**src/rtl/simon_playback_sequencer.sv**
```systemverilog
// simon_playback_sequencer: replays stored LED patterns 0..n-1 in the order
// fetch, hold, then gap, and pulses done once the whole sequence has played.
`default_nettype none

module simon_playback_sequencer #(
  parameter int ADDR_W      = 6,
  parameter int HOLD_CYCLES = 4,
  parameter int GAP_CYCLES  = 2
) (
  input  logic              clk,
  input  logic              rst,
  input  logic              start,
  input  logic              abort,
  input  logic [ADDR_W:0]   n,
  output logic [ADDR_W-1:0] mem_addr,
  output logic              mem_rd_en,
  output logic              led_en,
  output logic              busy,
  output logic              done
);

  typedef enum logic [2:0] {
    IDLE  = 3'd0,
    FETCH = 3'd1,
    SHOW  = 3'd2,
    GAP   = 3'd3,
    DONE  = 3'd4
  } state_t;

  localparam logic [ADDR_W:0] MAX_LEN   = {1'b1, {ADDR_W{1'b0}}};
  localparam logic [ADDR_W:0] ONE       = {{ADDR_W{1'b0}}, 1'b1};
  localparam logic [7:0]      HOLD_LOAD = 8'(HOLD_CYCLES - 1);
  localparam logic [7:0]      GAP_LOAD  = 8'(GAP_CYCLES - 1);

  state_t          state, state_nxt;
  logic [ADDR_W:0] len, len_nxt;
  logic [ADDR_W:0] i, i_nxt;
  logic [7:0]      dwell, dwell_nxt;

  always_ff @(posedge clk or posedge rst) begin
    if (rst) begin
      state <= IDLE;
      len   <= '0;
      i     <= '0;
      dwell <= '0;
    end else begin
      state <= state_nxt;
      len   <= len_nxt;
      i     <= i_nxt;
      dwell <= dwell_nxt;
    end
  end

  always_comb begin
    state_nxt = state;
    len_nxt   = len;
    i_nxt     = i;
    dwell_nxt = dwell;
    unique case (state)
      IDLE: begin
        if (start && !abort) begin
          len_nxt   = (n > MAX_LEN) ? MAX_LEN : n;
          i_nxt     = '0;
          dwell_nxt = '0;
          state_nxt = (n == '0) ? DONE : FETCH;
        end
      end
      FETCH: begin
        dwell_nxt = HOLD_LOAD;
        state_nxt = SHOW;
      end
      SHOW: begin
        if (dwell == 8'd0) begin
          dwell_nxt = GAP_LOAD;
          state_nxt = GAP;
        end else begin
          dwell_nxt = dwell - 8'd1;
        end
      end
      GAP: begin
        if (dwell == 8'd0) begin
          dwell_nxt = '0;
          // Index stops at len-1 so it can never wrap inside a sequence.
          if (i == len - ONE) begin
            state_nxt = DONE;
          end else begin
            i_nxt     = i + ONE;
            state_nxt = FETCH;
          end
        end else begin
          dwell_nxt = dwell - 8'd1;
        end
      end
      DONE: begin
        dwell_nxt = '0;
        state_nxt = IDLE;
      end
      default: begin
        state_nxt = IDLE;
      end
    endcase
    if (abort && state != IDLE) begin
      state_nxt = IDLE;
      dwell_nxt = '0;
    end
  end

  // Every output is a pure decode of registered state.
  assign mem_addr  = i[ADDR_W-1:0];
  assign mem_rd_en = (state == FETCH);
  assign led_en    = (state == SHOW);
  assign busy      = (state != IDLE);
  assign done      = (state == DONE);

endmodule

`default_nettype wire

```
**config.mk**
```make
export PLATFORM = sky130hd
export DESIGN_NAME = simon_playback_sequencer
export DESIGN_NICKNAME = d
export VERILOG_FILES = /design/src/rtl/simon_playback_sequencer.sv
export SDC_FILE = /design/constraint.sdc
export NUM_CORES = 1
export LEC_CHECK = 0
export CELL_PAD_IN_SITES_DETAIL_PLACEMENT = 1
export CELL_PAD_IN_SITES_GLOBAL_PLACEMENT = 1
export CORE_UTILIZATION = 45
export DETAILED_ROUTE_END_ITERATION = 7
export PLACE_DENSITY_LB_ADDON = 0.3
export SETUP_SLACK_MARGIN = 0.3
export SKIP_LAST_GASP = 1
export SYNTH_ARGS = -nofsm -noshare
export SYNTH_HDL_FRONTEND = slang
export SYNTH_SLANG_ARGS = --single-unit
```
**constraint.sdc**
```tcl
create_clock -name clk -period 5.66 [get_ports clk]
set_input_delay 0.566 -clock clk [delete_from_list [all_inputs] [get_ports clk]]
set_output_delay 0.566 -clock clk [all_outputs]
set_load 0.1 [all_outputs]
```
==> metrics.yaml <==
logic_synthesis:
  synth.distinct_cells: 44
  synthTopCellsByArea: "dfrtp_1, nand2_1, nand2b_1, mux2i_1, xnor2_1"
  syn_avg_cell_area_sq_um: 8.71
  synth_most_common_cell: "dfrtp_1"
  synth-async-reset-ratio: 1.00
  yosysTopAreaCell: "dfrtp_1"
  synth_ff_type: "dfrtp_1"
  syn-num-nets: 203
  yosysWarningCount: 0
  ys_seq_area_frac: 0.380
  synthCells: 189
  synth_top_area_frac: 0.380
  synth_seq_cells: 25
  netlist_top_cells_count: "dfrtp_1, nand2_1, nor2_1"
  synth_edf_count: 0
  synthesis.area_sq_um: 1650
pwr:
  pwr-share-clk: 0.092
  powerDensity_nw_per_um2: 474
  seq_power_share: 0.334
  intPower_mw: 0.441
  p_leak_nw: 0.807
  max-vdd-ir-drop_v: 0.000292
  switching_power_mw: 0.444
  pwr-share-comb: 0.574
  sw_frac_of_total: 0.502
clocking:
  htreeDepth: 1
  hold_buffers: 0
  clock-root-buffer: "clkbuf_4"
  post_cts_buffers: 0
  path_clk_slew_ns: 0.14
  clockBufferDepth: 2
  cts_buffers: 3
  tritoncts: "yes"
  insertion_delay_ns: 0.31
  cts.sinks: 25
  cts_resized: 0
placement:
  gp_congestion: 0.807
  pre_cts_ws_ns: 3.01
  port_buffers: 20
  placed_cells: 244
  place_hpwl_microns: 3080
hold_path:
  hold_start: "len[5]"
  worstHoldEndpoint: "len[5]"
  holdPathStages: 2
  holdCritPathClass: "reg2reg"
floorplanning:
  die_h_microns: 62.5
  core_sq_um: 3420
  die_x_microns: 62.5
  row_count: 21
  pin_count: 21
  dieArea_sq_um: 3900
  start_util: 0.482
timing:
  rsz0062_at_grt: "false"
  setup_viol: 0
  fin_ws_ns: 2.65
  fin_hold_ws_ns: 0.540
  fin_crit_sh: 0.533
  finalClockSkew_ns: 0.00224
  finalHoldViolations: 0
  period_minus_slack_ns: 3.01
  maxSlewViolCount: 0
  relSlewSlack: 0.331
  fin_setup_tns_ns: 0
  worstMarginPinSlew_ns: 1.00
  fmax_mhz: 332
detailed_routing:
  vias_per_cell: 5.61
  route.detailed.drc: 0
  dr_total_vias: 1391
  first_pass_iters: 4
  initialDrtViolationCount: 27
  wl_per_cell_microns: 16.3
  wirelength_microns: 4050
  ant_nets: 0
global_route:
  antenna_found_initial: 0
  first_global_vias: 1478
  grt_remaining_overflow: 0
  grt_pass1_wl_microns: 7120
  track_usage: 0.229
  grt_max_degree: 26
final_layout:
  instances_no_fill: 248
  area_growth_pct: 13.3
  finalNetCount: 217
  n_antenna_cell: 0
  layout-drive-gt1-share: 0.0594
critical_path:
  r2r-start: "len[0]"
  startpoint_type: "register"
  rr_endpoint: "state[2]"
  r2r_cells: 8
  cp.required_ns: 5.09
  rrSetupSlack_ns: 3.21
  crit_fanout: 12
  crit_path_end_kind: "output pin"
  path_class: "reg2out"
  worstPathArrival_ns: 2.45
outcome:
  status: "completed"
job:
  maxCapViolations: 0
==> per-stage QoR <==
stage | power (mW) | cell area, sq um | util
final | 0.884 | 1860 | 0.546
after global routing | 0.960 | 1860 | 0.546
after CTS | 0.888 | 1860 | 0.546
after floorplan | 0.689 | 1650 | -
after detailed placement | 0.805 | 1840 | 0.538
after global placement | 0.773 | 1840 | 0.538
==> cell families after synthesis <==
logic type               count (synthesis)  synth area share
multiplexers                             8            0.0494
AND/OR/NAND/NOR                         94             0.307
flip-flops                              25             0.380
buffers and inverters                   21            0.0624
AO/OA/AOI/OAI                           25             0.104
XOR/XNOR                                13            0.0738
adder cells (fa/ha/maj)                  3            0.0228
==> power by group through the flow <==
| stage | Clock (mW) | Combinational, mW | Sequential, mW |
|---|---|---|---|
| finish | 0.0811 | 0.508 | 0.295 |
| global route | 0.0906 | 0.563 | 0.306 |
| CTS | 0.0829 | 0.511 | 0.294 |
| detailed placement | 0 | 0.507 | 0.299 |
| global placement | 0 | 0.480 | 0.293 |
| floorplan | 0 | 0.419 | 0.270 |
==> state kept, by name (all words and copies together) (netlist names) <==
signal	flops
len	7
i	7
state	3
dwell	8
==> worst max-delay path, cell delays in order, from the launching register on <==
cell and delay (ns):
dfrtp_1 0.57, inv_1 0.15, nor3_1 0.24, clkdlybuf4s50_1 1.17
==> final cells by class <==
type / count / area, sq um
clock buffers: 4 / 26.3
fillers: 411 / 1550
inverters: 10 / 37.5
multi-input cells: 143 / 917
flip-flops and latches: 25 / 626
well taps: 46 / 57.6
repair buffers: 20 / 200
==> how the worst max path moves through the flow <==
stage	start	to	cells after the start	slack, ns
after global placement	state[1]	led_en	3	3.13
after detailed placement	state[1]	led_en	3	3.01
after global routing	state[0]	mem_rd_en	3	2.55
after CTS	state[1]	led_en	3	2.64
after floorplan	state[1]	led_en	3	2.30
final	state[1]	led_en	3	2.65
==> routing by layer <==
metal  track usage  part of all wire  wire, microns
met4        0.0669             0.019             78
met3        0.0201             0.020             82
met1         0.320              0.49           1990
met5             0                 0              0
met2         0.378              0.47           1910
==> cells in the final DEF (no fill, tap or decap), types with 2 or more instances in the layout <==
| cell type | n |
|---|---|
| dfrtp_1 | 25 |
| nand2_1 | 21 |
| clkdlybuf4s50_1 | 20 |
| nor2_1 | 16 |
| nand2b_1 | 12 |
| o21ai_0 | 11 |
| inv_1 | 10 |
| nor3_1 | 8 |
| xnor2_1 | 7 |
| mux2i_1 | 7 |
| or3_1 | 6 |
| nand3_1 | 5 |
| xor2_1 | 5 |
| nand4_1 | 5 |
| nor2b_1 | 4 |
| and3_1 | 4 |
| ha_1 | 3 |
| clkbuf_4 | 3 |
| a31oi_1 | 2 |
| o31ai_1 | 2 |
| a21oi_1 | 2 |
| nor4_1 | 2 |
(Power assumes the default switching activity.)
